--- src/rtl/enemy_pkg.sv ---
`default_nettype none
// ============================================================================
// Package  : enemy_pkg
// Brief    : Shared types and helpers for the per-enemy movement controller:
//            direction codes, enemy type codes, controller states and the
//            direction-reversal helper.
// Revision : 1.0 - initial release
// ============================================================================
package enemy_pkg;

  // Direction command understood by the Enemy block
  typedef enum logic [2:0] {
    DIR_NONE  = 3'd0,
    DIR_LEFT  = 3'd1,
    DIR_RIGHT = 3'd2,
    DIR_DOWN  = 3'd3,
    DIR_UP    = 3'd4
  } dir_t;

  // Enemy type codes reported by the Enemy block
  localparam logic [1:0] TYPE_NONE   = 2'd0;
  localparam logic [1:0] TYPE_KEESE  = 2'd1;
  localparam logic [1:0] TYPE_REDEAD = 2'd2;
  localparam logic [1:0] TYPE_SLIDER = 2'd3;

  // Parking coordinate used by the Enemy block while inactive
  localparam logic [9:0] c_park_pos = 10'd700;

  // Controller states
  typedef enum logic [2:0] {
    ST_IDLE    = 3'd0,
    ST_INIT    = 3'd1,
    ST_WANDER  = 3'd2,
    ST_CHASE   = 3'd3,
    ST_SLIDE   = 3'd4,
    ST_BACKOFF = 3'd5
  } ctrl_state_t;

  // Reverse a direction along its own axis; DIR_NONE maps to itself
  function automatic dir_t opposite_dir(input dir_t d);
    dir_t r;
    case (d)
      DIR_LEFT:  r = DIR_RIGHT;
      DIR_RIGHT: r = DIR_LEFT;
      DIR_DOWN:  r = DIR_UP;
      DIR_UP:    r = DIR_DOWN;
      default:   r = DIR_NONE;
    endcase
    return r;
  endfunction

endpackage : enemy_pkg
`default_nettype wire

--- src/rtl/lfsr16.sv ---
`default_nettype none
// ============================================================================
// Module   : lfsr16
// Brief    : 16-bit Fibonacci LFSR, taps 16,14,13,11 (bits 0,2,3,5 in the
//            right-shifting form). Advances one step per enable.
// Revision : 1.0 - initial release
// ============================================================================
module lfsr16 #(
  parameter logic [15:0] SEED = 16'hACE1
) (
  input  logic        Clk,
  input  logic        Reset,
  input  logic        en,
  output logic [15:0] q
);

  logic w_fb;

  assign w_fb = q[0] ^ q[2] ^ q[3] ^ q[5];

  // Shift right, feeding the tap XOR into the MSB; reload the seed on reset
  always_ff @(posedge Clk) begin
    if (Reset) begin
      q <= SEED;
    end else if (en) begin
      q <= {w_fb, q[15:1]};
    end
  end

endmodule : lfsr16
`default_nettype wire

--- src/rtl/enemy_dir_ctrl.sv ---
`default_nettype none
// ============================================================================
// Module   : enemy_dir_ctrl
// Brief    : Per-enemy movement controller. Sequences room-entry spawn,
//            picks a direction once per frame by enemy type (wander, chase,
//            slide) and backs off / reverses when position feedback shows the
//            enemy is stuck against a wall.
// Revision : 1.0 - initial release
// ============================================================================
module enemy_dir_ctrl
  import enemy_pkg::*;
#(
  parameter int unsigned HOLD_FRAMES  = 32,
  parameter int unsigned CHASE_RADIUS = 128,
  parameter int unsigned STALL_FRAMES = 3,
  parameter logic [15:0] LFSR_SEED    = 16'hACE1
) (
  input  logic       Clk,
  input  logic       Reset,
  input  logic       frame_clk,
  input  logic       room_change,
  input  logic [9:0] Enemy_X,
  input  logic [9:0] Enemy_Y,
  input  logic       active,
  input  logic [1:0] Enemy_Type,
  input  logic [9:0] Player_X,
  input  logic [9:0] Player_Y,
  output logic [2:0] dir,
  output logic       initialize
);

  // Counter widths and reload values
  localparam int c_hold_w  = (HOLD_FRAMES > 2) ? $clog2(HOLD_FRAMES) : 1;
  localparam int c_stall_w = (STALL_FRAMES > 1) ? $clog2(STALL_FRAMES + 1) : 1;

  localparam logic [c_hold_w-1:0]  c_hold_reload    = c_hold_w'(HOLD_FRAMES - 1);
  localparam logic [c_hold_w-1:0]  c_backoff_reload = c_hold_w'(HOLD_FRAMES / 2 - 1);
  localparam logic [c_hold_w-1:0]  c_hold_one       = c_hold_w'(1);
  localparam logic [c_stall_w-1:0] c_stall_one      = c_stall_w'(1);
  localparam logic [c_stall_w-1:0] c_stall_limit    = c_stall_w'(STALL_FRAMES);
  localparam logic [11:0]          c_radius         = 12'(CHASE_RADIUS);

  // Registered state
  logic                 r_frame_q;
  ctrl_state_t          r_state;
  dir_t                 r_dir;
  logic                 r_init;
  logic [c_hold_w-1:0]  r_hold;
  logic [c_stall_w-1:0] r_stall;
  logic                 r_skip;
  logic [9:0]           r_prev_x;
  logic [9:0]           r_prev_y;

  // Combinational helpers
  logic                 w_fe;
  logic [15:0]          w_lfsr;
  ctrl_state_t          w_type_state;
  dir_t                 w_roll_dir;
  dir_t                 w_chase_dir;
  dir_t                 w_entry_dir;
  logic signed [10:0]   w_dx;
  logic signed [10:0]   w_dy;
  logic [10:0]          w_adx;
  logic [10:0]          w_ady;
  logic [11:0]          w_dist;
  logic                 w_parked;
  logic                 w_blocked;
  logic                 w_stall_eval;
  logic [c_stall_w-1:0] w_stall_inc;
  logic [c_stall_w-1:0] w_stall_next;
  logic                 w_stall_hit;

  assign dir        = r_dir;
  assign initialize = r_init;

  // Same rising-edge detector as the Enemy block so both act in one Clk cycle
  always_ff @(posedge Clk) begin
    r_frame_q <= frame_clk;
  end

  assign w_fe = frame_clk & ~r_frame_q;

  lfsr16 #(
    .SEED (LFSR_SEED)
  ) u_lfsr (
    .Clk   (Clk),
    .Reset (Reset),
    .en    (w_fe),
    .q     (w_lfsr)
  );

  // Map the reported enemy type to the state that handles it
  always_comb begin
    w_type_state = ST_IDLE;
    case (Enemy_Type)
      TYPE_KEESE:  w_type_state = ST_WANDER;
      TYPE_REDEAD: w_type_state = ST_CHASE;
      TYPE_SLIDER: w_type_state = ST_SLIDE;
      default:     w_type_state = ST_IDLE;
    endcase
  end

  // Random wander direction is always one of the four real directions
  assign w_roll_dir = dir_t'({1'b0, w_lfsr[1:0]} + 3'd1);

  // Player offset as 11-bit signed values; magnitudes summed at 12 bits
  assign w_dx   = $signed({1'b0, Player_X}) - $signed({1'b0, Enemy_X});
  assign w_dy   = $signed({1'b0, Player_Y}) - $signed({1'b0, Enemy_Y});
  assign w_adx  = w_dx[10] ? $unsigned(-w_dx) : $unsigned(w_dx);
  assign w_ady  = w_dy[10] ? $unsigned(-w_dy) : $unsigned(w_dy);
  assign w_dist = {1'b0, w_adx} + {1'b0, w_ady};

  // Chase toward the player along the dominant axis; X wins ties
  always_comb begin
    w_chase_dir = DIR_NONE;
    if ((w_dist >= c_radius) || (w_dist == 12'd0)) begin
      w_chase_dir = DIR_NONE;
    end else if (w_adx >= w_ady) begin
      w_chase_dir = w_dx[10] ? DIR_LEFT : DIR_RIGHT;
    end else begin
      w_chase_dir = w_dy[10] ? DIR_UP : DIR_DOWN;
    end
  end

  // First direction issued when a type state is entered
  always_comb begin
    w_entry_dir = DIR_NONE;
    case (w_type_state)
      ST_WANDER: w_entry_dir = w_roll_dir;
      ST_CHASE:  w_entry_dir = w_chase_dir;
      ST_SLIDE:  w_entry_dir = DIR_RIGHT;
      default:   w_entry_dir = DIR_NONE;
    endcase
  end

  // Parked coordinates carry no motion information
  assign w_parked = ((Enemy_X == c_park_pos) && (Enemy_Y == c_park_pos)) ||
                    ((r_prev_x == c_park_pos) && (r_prev_y == c_park_pos));

  // A frame is blocked when the commanded axis failed to move the right way
  always_comb begin
    w_blocked = 1'b0;
    case (r_dir)
      DIR_LEFT:  w_blocked = (Enemy_X >= r_prev_x);
      DIR_RIGHT: w_blocked = (Enemy_X <= r_prev_x);
      DIR_DOWN:  w_blocked = (Enemy_Y <= r_prev_y);
      DIR_UP:    w_blocked = (Enemy_Y >= r_prev_y);
      default:   w_blocked = 1'b0;
    endcase
  end

  // Stall bookkeeping skips the frame right after a direction change
  assign w_stall_eval = ((r_state == ST_WANDER) || (r_state == ST_CHASE) ||
                         (r_state == ST_SLIDE)) &&
                        (r_dir != DIR_NONE) && !r_skip && !w_parked;
  assign w_stall_inc  = r_stall + c_stall_one;
  assign w_stall_next = w_stall_eval ? (w_blocked ? w_stall_inc : '0) : r_stall;
  assign w_stall_hit  = w_stall_eval && w_blocked && (w_stall_inc == c_stall_limit);

  // Controller FSM: spawn sequencing, per-type direction choice and backoff
  always_ff @(posedge Clk) begin
    if (Reset) begin
      r_state  <= ST_IDLE;
      r_dir    <= DIR_NONE;
      r_init   <= 1'b0;
      r_hold   <= '0;
      r_stall  <= '0;
      r_skip   <= 1'b0;
      r_prev_x <= '0;
      r_prev_y <= '0;
    end else if (room_change) begin
      r_state <= ST_INIT;
      r_dir   <= DIR_NONE;
      r_init  <= 1'b1;
      r_hold  <= '0;
      r_stall <= '0;
      r_skip  <= 1'b0;
      if (w_fe) begin
        r_prev_x <= Enemy_X;
        r_prev_y <= Enemy_Y;
      end
    end else if (w_fe) begin
      r_prev_x <= Enemy_X;
      r_prev_y <= Enemy_Y;
      case (r_state)
        ST_INIT: begin
          // Spawn strobe has now covered exactly one frame edge
          r_init  <= 1'b0;
          r_state <= ST_IDLE;
        end

        ST_BACKOFF: begin
          r_skip <= 1'b0;
          if (!active) begin
            r_state <= ST_IDLE;
            r_dir   <= DIR_NONE;
            r_hold  <= '0;
            r_stall <= '0;
          end else if (r_hold == '0) begin
            r_state <= w_type_state;
            r_stall <= '0;
            if (w_type_state == ST_IDLE) begin
              r_dir <= DIR_NONE;
            end
          end else begin
            r_hold <= r_hold - c_hold_one;
          end
        end

        default: begin
          if (!active || (w_type_state == ST_IDLE)) begin
            r_state <= ST_IDLE;
            r_dir   <= DIR_NONE;
            r_hold  <= '0;
            r_stall <= '0;
            r_skip  <= 1'b0;
          end else if (w_type_state != r_state) begin
            // Dispatch (from IDLE) or re-dispatch after a type change
            r_state <= w_type_state;
            r_dir   <= w_entry_dir;
            r_hold  <= (w_type_state == ST_WANDER) ? c_hold_reload : '0;
            r_stall <= '0;
            r_skip  <= (w_entry_dir != r_dir);
          end else if (w_stall_hit && (r_state == ST_SLIDE)) begin
            r_dir   <= opposite_dir(r_dir);
            r_stall <= '0;
            r_skip  <= 1'b1;
          end else if (w_stall_hit) begin
            r_state <= ST_BACKOFF;
            r_dir   <= opposite_dir(r_dir);
            r_hold  <= c_backoff_reload;
            r_stall <= '0;
            r_skip  <= 1'b1;
          end else if (r_state == ST_WANDER) begin
            if (r_hold == '0) begin
              r_dir   <= w_roll_dir;
              r_hold  <= c_hold_reload;
              r_stall <= (w_roll_dir != r_dir) ? '0 : w_stall_next;
              r_skip  <= (w_roll_dir != r_dir);
            end else begin
              r_hold  <= r_hold - c_hold_one;
              r_stall <= w_stall_next;
              r_skip  <= 1'b0;
            end
          end else if (r_state == ST_CHASE) begin
            r_dir   <= w_chase_dir;
            r_stall <= (w_chase_dir != r_dir) ? '0 : w_stall_next;
            r_skip  <= (w_chase_dir != r_dir);
          end else begin
            // Slider simply holds its direction
            r_stall <= w_stall_next;
            r_skip  <= 1'b0;
          end
        end
      endcase
    end
  end

endmodule : enemy_dir_ctrl
`default_nettype wire

--- config.mk ---
export PLATFORM = sky130hd
export DESIGN_NAME = enemy_dir_ctrl
export DESIGN_NICKNAME = d
export VERILOG_FILES = /design/src/rtl/enemy_pkg.sv /design/src/rtl/lfsr16.sv /design/src/rtl/enemy_dir_ctrl.sv
export SDC_FILE = /design/constraint.sdc
export NUM_CORES = 1
export LEC_CHECK = 0
export ABC_CLOCK_PERIOD_IN_PS = 7700
export CAP_MARGIN = 5
export CORE_MARGIN = 2
export CORE_UTILIZATION = 35
export DETAILED_ROUTE_END_ITERATION = 12
export PLACE_DENSITY = 0.61
export SLEW_MARGIN = 10
export SYNTH_ARGS = -nofsm -noshare
export SYNTH_HDL_FRONTEND = slang
export SYNTH_SLANG_ARGS = --single-unit
--- constraint.sdc ---
create_clock -name Clk -period 7.7 [get_ports Clk]
set_input_delay 1.155 -clock Clk [delete_from_list [all_inputs] [get_ports Clk]]
set_output_delay 1.155 -clock Clk [all_outputs]
set_load 0.02 [all_outputs]
==> results of run 1 <==
==> metrics by stage <==
step | cell area, sq um | instances | utilization
6_report | 6290 | 980 | 0.414
5_1_grt | 6290 | 980 | 0.414
4_1_cts | 6290 | 980 | 0.414
3_5_place_dp | 6120 | 972 | 0.403
3_3_place_gp | 6120 | 972 | 0.403
2_1_floorplan | 5440 | 754 | -
==> metal layers <==
metal,global-route usage,vias up
li1,-,2691
met1,0.227,2373
met2,0.291,80
met3,0.0146,11
met4,0.0454,0
met5,0,-
==> worst max-delay path: stages <==
cell and delay (ps):
sky130_fd_sc_hd__clkdlybuf4s50_1 520, sky130_fd_sc_hd__ha_1 180, sky130_fd_sc_hd__inv_1 50, sky130_fd_sc_hd__fa_1 410, sky130_fd_sc_hd__a211oi_1 310, sky130_fd_sc_hd__o21ai_0 170, sky130_fd_sc_hd__or3_1 320, sky130_fd_sc_hd__a31oi_1 240
sky130_fd_sc_hd__o21ai_0 370, sky130_fd_sc_hd__nor2_1 270, sky130_fd_sc_hd__xnor2_1 120, sky130_fd_sc_hd__ha_1 390, sky130_fd_sc_hd__a211oi_1 120, sky130_fd_sc_hd__nor3b_1 530, sky130_fd_sc_hd__o22ai_1 170, sky130_fd_sc_hd__or3_1 390
sky130_fd_sc_hd__o2111ai_1 490, sky130_fd_sc_hd__nor2_1 210, sky130_fd_sc_hd__xnor2_1 170, sky130_fd_sc_hd__a311o_1 410, sky130_fd_sc_hd__a31oi_1 210, sky130_fd_sc_hd__o22ai_1 100
==> cell type report <==
| type | instances | area, sq um | share of cell area |
|---|---|---|---|
| Clock inverter | 2 | 38.8 | 0.00617 |
| Tap cell | 188 | 235 | 0.0374 |
| Multi-Input combinational cell | 596 | 4000 | 0.635 |
| Timing Repair Buffer | 57 | 553 | 0.0879 |
| Sequential cell | 52 | 1040 | 0.166 |
| Clock buffer | 6 | 129 | 0.0205 |
| Inverter | 79 | 297 | 0.0472 |
==> logic make-up after synthesis <==
group,synth area share
adder cells (fa/ha/maj),0.177
multiplexers,0.0115
XOR/XNOR,0.0709
buffers and inverters,0.0745
flip-flops,0.191
AO/OA/AOI/OAI,0.222
AND/OR/NAND/NOR,0.253
==> power breakdown <==
group	switching [W]	internal, W	total, W
clock network	0.000104	0.000155	0.000259
registers	0.00000877	0.000280	0.000289
logic	0.000353	0.000258	0.000612
total	0.000466	0.000693	0.00116
==> cell usage after synthesis (13+ instances only) <==
library cell and instances:
sky130_fd_sc_hd__ha_1 72, sky130_fd_sc_hd__a21oi_1 70, sky130_fd_sc_hd__nand2_1 110, sky130_fd_sc_hd__clkbuf_1 26
sky130_fd_sc_hd__nor3_1 19, sky130_fd_sc_hd__o21ai_0 38, sky130_fd_sc_hd__xnor2_1 31, sky130_fd_sc_hd__dfxtp_1 52
sky130_fd_sc_hd__nand2b_1 22, sky130_fd_sc_hd__inv_1 79, sky130_fd_sc_hd__nor2_1 58, sky130_fd_sc_hd__xor2_1 13
==> registers in the layout, summed over array words and instances (netlist names) <==
name        cells
r_prev_y       10
r_state         3
r_stall         2
r_prev_x       10
r_frame_q       1
r_skip          1
r_hold          5
initialize      1
dir             3
u_lfsr.q       16
==> path summary, 6_finish.rpt <==
| check | start | to |
|---|---|---|
| max reg2reg | r_prev_y[2] | dir[0] |
| min reg2reg | u_lfsr.q[9] | u_lfsr.q[8] |
| max | Enemy_X[0] | r_stall[1] |
| min | u_lfsr.q[9] | u_lfsr.q[8] |
==> flow_results.xml, run 1 <==
<?xml version="1.0" encoding="UTF-8"?>
<metrics>
  <group name="outcome">
    <metric name="run_status" unit="">complete, no violations</metric>
  </group>
  <group name="timing">
    <metric name="post_route_worst_hold_slack" unit="ps">453</metric>
    <metric name="grt_setup_unrepaired" unit="">no</metric>
    <metric name="timing_hold_violations_final" unit="">0</metric>
    <metric name="max-slew-margin-rel" unit="">0.351</metric>
    <metric name="final.setup.tns" unit="ps">0</metric>
    <metric name="timing.final.crit_period" unit="ps">7120</metric>
    <metric name="tightestPinTransition" unit="ps">967</metric>
    <metric name="final_max_slew_viol_count" unit="">0</metric>
    <metric name="timing.final.setup_violations" unit="">0</metric>
    <metric name="setup_slack" unit="ps">578</metric>
    <metric name="clock-skew-final" unit="ps">6.89</metric>
    <metric name="fmaxAchievable" unit="MHz">140</metric>
    <metric name="final.period_utilization" unit="">0.925</metric>
  </group>
  <group name="global_route">
    <metric name="global_route.overflow_total" unit="">0</metric>
    <metric name="grt_pass1_vias" unit="">4713</metric>
    <metric name="groute.usage.overall" unit="">0.169</metric>
    <metric name="antenna_violations_before_repair" unit="">0</metric>
    <metric name="pin_count_of_the_biggest_net_entering_global_routing" unit="">41</metric>
    <metric name="grt_pass1_wl" unit="mm">22.9</metric>
  </group>
  <group name="yosys">
    <metric name="postSynthAreaPerCell" unit="sq um">7.21</metric>
    <metric name="synth.ff_latch_count" unit="">52</metric>
    <metric name="fraction_of_the_yosys_area_taken_by_sequential_cells" unit="">0.191</metric>
    <metric name="post_synth_design_cell_area" unit="sq um">5440</metric>
    <metric name="post-synth-top-area-fraction" unit="">0.191</metric>
    <metric name="synth.largest_area_cell" unit="">sky130_fd_sc_hd__dfxtp_1</metric>
    <metric name="yosys_most_used_dff" unit="">sky130_fd_sc_hd__dfxtp_1</metric>
    <metric name="async_set_reset_flop_share_out_of_synthesis" unit="">0</metric>
    <metric name="yosysUniqueCellTypes" unit="">58</metric>
    <metric name="synth_cells" unit="">754</metric>
    <metric name="synth.net_count" unit="">876</metric>
    <metric name="synth_edf_count" unit="">0</metric>
    <metric name="synth.area.top_cells" unit="">sky130_fd_sc_hd__dfxtp_1, sky130_fd_sc_hd__ha_1, sky130_fd_sc_hd__nand2_1</metric>
    <metric name="yosysWarningCount" unit="">0</metric>
  </group>
  <group name="clocking">
    <metric name="holdBufCountCts" unit="">0</metric>
    <metric name="clock-sinks" unit="">52</metric>
    <metric name="clkLatencyLatePin" unit="ps">300</metric>
    <metric name="post_cts_resize_count" unit="">0</metric>
    <metric name="cts_root_buf" unit="">sky130_fd_sc_hd__clkbuf_16</metric>
    <metric name="cts_setup_buffers" unit="">0</metric>
    <metric name="number_of_buffers_created_by_cts" unit="">5</metric>
    <metric name="htree_levels" unit="">2</metric>
    <metric name="clk_transition_reported_paths" unit="ps">70</metric>
    <metric name="clock_tree.buffer_depth" unit="">2</metric>
    <metric name="tritoncts" unit="">done</metric>
  </group>
  <group name="detailed_routing">
    <metric name="first_iter_violations" unit="">276</metric>
    <metric name="highest_layer" unit="">met4</metric>
    <metric name="via_count" unit="">5155</metric>
    <metric name="wl_met2" unit="mm">6.59</metric>
    <metric name="total_wire_length_after_detailed_routing" unit="mm">13.9</metric>
    <metric name="wl_met1" unit="mm">6.74</metric>
    <metric name="detail_route.drc_violations" unit="">0</metric>
    <metric name="drt.antenna.violating_nets" unit="">0</metric>
    <metric name="detail_route.first_pass.iterations" unit="">5</metric>
    <metric name="wl_met3" unit="um">383</metric>
    <metric name="vias_cell" unit="">5.26</metric>
    <metric name="wire_per_inst" unit="um">14.2</metric>
  </group>
  <group name="finish">
    <metric name="n_antenna_cell" unit="">0</metric>
    <metric name="syn2layout_area_growth" unit="%">15.6</metric>
    <metric name="num-fill-cells" unit="">1625</metric>
    <metric name="mostFrequentLayoutCell" unit="">sky130_fd_sc_hd__nand2_1</metric>
    <metric name="finish.net_count" unit="">913</metric>
    <metric name="most-common-layout-cells" unit="">sky130_fd_sc_hd__nand2_1, sky130_fd_sc_hd__inv_1, sky130_fd_sc_hd__ha_1</metric>
    <metric name="final_layout_size_suffix_gt1_frac" unit="">0.0316</metric>
  </group>
  <group name="power">
    <metric name="power.density" unit="nW/um^2">184</metric>
    <metric name="p_leak" unit="nW">2.59</metric>
    <metric name="totalPowerFinal" unit="W">0.00116</metric>
    <metric name="vdd_drop_max" unit="uV">99.0</metric>
  </group>
  <group name="worst_setup_path">
    <metric name="critPathRequiredTime" unit="ps">7880</metric>
    <metric name="r2r.worst_path.cells" unit="">13</metric>
    <metric name="critical_path_source_type" unit="">input pin</metric>
    <metric name="cp-end-kind" unit="">register</metric>
    <metric name="path_max_fanout" unit="">8</metric>
    <metric name="timing.setup.critical_path_class" unit="">input pin to register</metric>
    <metric name="cp.arrival" unit="ps">7300</metric>
    <metric name="reg2reg_slack" unit="ps">4140</metric>
  </group>
  <group name="floorplanning">
    <metric name="floorplan.initialDensity" unit="">0.358</metric>
    <metric name="chipWidth" unit="um">129</metric>
    <metric name="rows" unit="">45</metric>
    <metric name="total_i_o_pin_count" unit="">51</metric>
    <metric name="coreArea" unit="sq um">15200</metric>
    <metric name="die_y" unit="um">129</metric>
    <metric name="die_area" unit="sq um">16600</metric>
  </group>
  <group name="hold_path">
    <metric name="hold_path_class" unit="">register to register</metric>
    <metric name="hold_path_stages" unit="">2</metric>
  </group>
  <group name="placement">
    <metric name="numPortBuffers" unit="">50</metric>
    <metric name="gp_congestion" unit="">0.851</metric>
    <metric name="place.detailed.hpwl" unit="mm">11.1</metric>
    <metric name="pre_cts_ws" unit="ps">310</metric>
  </group>
  <group name="job">
    <metric name="cap_viol_max_count" unit="">0</metric>
  </group>
</metrics>
(Power assumes the default switching activity.)
==> run 2, diff against run 1 <==
SLEW_MARGIN = 20   (was 10)
TNS_END_PERCENT = 1   (was not set)
==> results of run 2 <==
The final DEF is identical to that of run 1; final timing and power are the same.
==> RTL change: new RTL, settings of run 2 <==
Register the output `initialize` once more; this adds one clock of latency there. The other outputs are not delayed to match.
--- a/src/rtl/enemy_dir_ctrl.sv
+++ b/src/rtl/enemy_dir_ctrl.sv
@@ -73,3 +73,5 @@
   assign dir        = r_dir;
-  assign initialize = r_init;
+  always_ff @(posedge Clk) begin
+    initialize <= r_init;
+  end
 
Behaviour: not the same (Yosys sat finds a counterexample within 4 cycles, from zero or initial values and one cycle with Reset high).
==> RTL change against run 2 <==
Total power up 13%. First-iteration DRC count is 1.4% lower. Synthesized cell count is 3.2% higher. Clock skew decreased by 1.9 ps. Cell count grew 5.2%. Sequential cell count grew 1. Register-to-register slack improved by 190 ps. Wire length grew 6.8%. Design area up 3.9%. Utilization fell by 0.22 points. Area after synthesis rose by 4.3%. Worst setup slack gained 640 ps.
==> RTL change: results (changes against run 2) <==
* Hold-fix buffers at CTS at 0 (unchanged)
* Initial drt markers at 272 (-1.4%)
* Dpl hpwl at 12,000 microns (+8.0%)
* Final WL at 14,800 microns (+6.8%)
* Compound-Gate Fraction of Synth Area at 22.7% (+0.53 points)
* GRT Total Usage at 17.2% (+0.31 points)
* Initial antenna violation count at 0 (unchanged)
* Via/cell ratio at 5.20 (-1.1%)
* Relative slew slack at 43.9% (+8.9 points)
* Post-synth top cells: 121 x nand2_1, 73 x inv_1, 72 x ha_1
* Mapped Nets at 900 (+2.7%)
* Nets at 936 (+2.5%)
* Worst path arrival time at 6700 ps (-600 ps)
* Share of the yosys chip area belonging to registers at 18.7% (-0.43 points)
* Xor-xnor portion of the synthesized cell area at 7.88% (+0.79 points)
* Pre-CTS setup slack at 908 ps (+598 ps)
* Placer Congestion at 0.882 (+3.6%)
* Adder-cell area share of the yosys netlist at 16.9% (-0.72 points)
* CP max-delay cell: or4b_2
* CP Max Fanout at 6 (-2)
* Fillcell total at 1,685 (+3.7%)
* Synth cell types at 72 (+24%)
* Mux share of post-synthesis cell area at 0.706% (-0.44 points)
* First-pass GRT wire length at 24,800 microns (+8.5%)
* Outcome: finished, final reports clean
* Worst stage delay on the critical path at 660 ps (+130 ps)
* P_int at 756 uW (+9.0%)
* Area contributors post-synth: dfxtp_1 19%, ha_1 16%, nand2_1 8.0%, a21oi_1 5.7%, xnor2_1 5.7%
* Peak supply drop at 0.0900 mV (-9.1%)
* Clock Skews at 4.94 ps (-1.95 ps)
* Vias in the first global route at 4,975 (+5.6%)
## RTL change: changes by cell type after synthesis, sizes merged, moves of 9 or more
cell	run 2	this run
buf	1	10
nand2	110	121
nand2b	22	13
nor2	58	49
a21o	5	16
clkbuf	26	16
## RTL change: cells by family after synthesis
kind of cell,Yosys count
compound gates,196
xor+xnor,51
fa+ha+maj,75
buf+inv,99
flops,53
mux,4
simple gates,300
## RTL change: metrics by stage
step | cell area (sq um) | hold WS (ps) | instances | util [%] | total power, uW
3_3_place_gp | 6360 | 339 | 1023 | 40.0 | 1050
5_1_grt | 6540 | 376 | 1031 | 41.1 | 1430
6_report | 6540 | 359 | 1031 | 41.1 | 1310
4_1_cts | 6540 | 360 | 1031 | 41.1 | 1320
3_5_place_dp | 6360 | 347 | 1023 | 40.0 | 1050
2_1_floorplan | 5670 | 331 | 778 | - | 899
## RTL change: per-layer routing
| metal | wire length, microns | part of all wire, % | global-route usage (%) | vias to the layer above |
|---|---|---|---|---|
| li1 | - | - | - | 2808 |
| met3 | 386 | 2.6 | 1.50 | 16 |
| met1 | 7290 | 49 | 23.5 | 2462 |
| met2 | 6920 | 47 | 29.3 | 80 |
| met4 | 242 | 1.6 | 4.29 | 0 |
| met5 | 0 | 0 | 0 | - |
## RTL change: power by group through the flow
stage,Clock [uW],Sequential [uW],Combinational (uW)
final,269,295,750
after global routing,288,297,842
after CTS,276,295,751
after detailed placement,0,302,747
after global placement,0,302,743
after floorplan,0,299,600
## RTL change: critical path: cells and delay by family
family                   cells  cell delay (ps)
AND/OR/NAND/NOR              8             2730
AO/OA/AOI/OAI                7             1010
buffers and inverters        3              780
adder cells (fa/ha/maj)      2              700
multiplexers                 1              210
XOR/XNOR                     1              110
## RTL change: worst paths after layout
| check | startpoint | endpoint | slack [ps] | depth (start not counted) |
|---|---|---|---|---|
| max | Enemy_Y[1] | dir[2] | 1220 | 22 |
| min | r_init | initialize | 360 | 0 |
| max reg2reg | dir[2] | dir[0] | 4330 | 9 |
| min reg2reg | r_init | initialize | 360 | 0 |
## RTL change: area by class of cell
class | instances | share of cell area [%]
repair buffers | 55 | 8.23
well taps | 216 | 4.13
clock buffers | 5 | 1.91
inverters | 73 | 4.19
flip-flops and latches | 53 | 16.2
multi-input cells | 626 | 64.5
clock inverters | 3 | 0.766
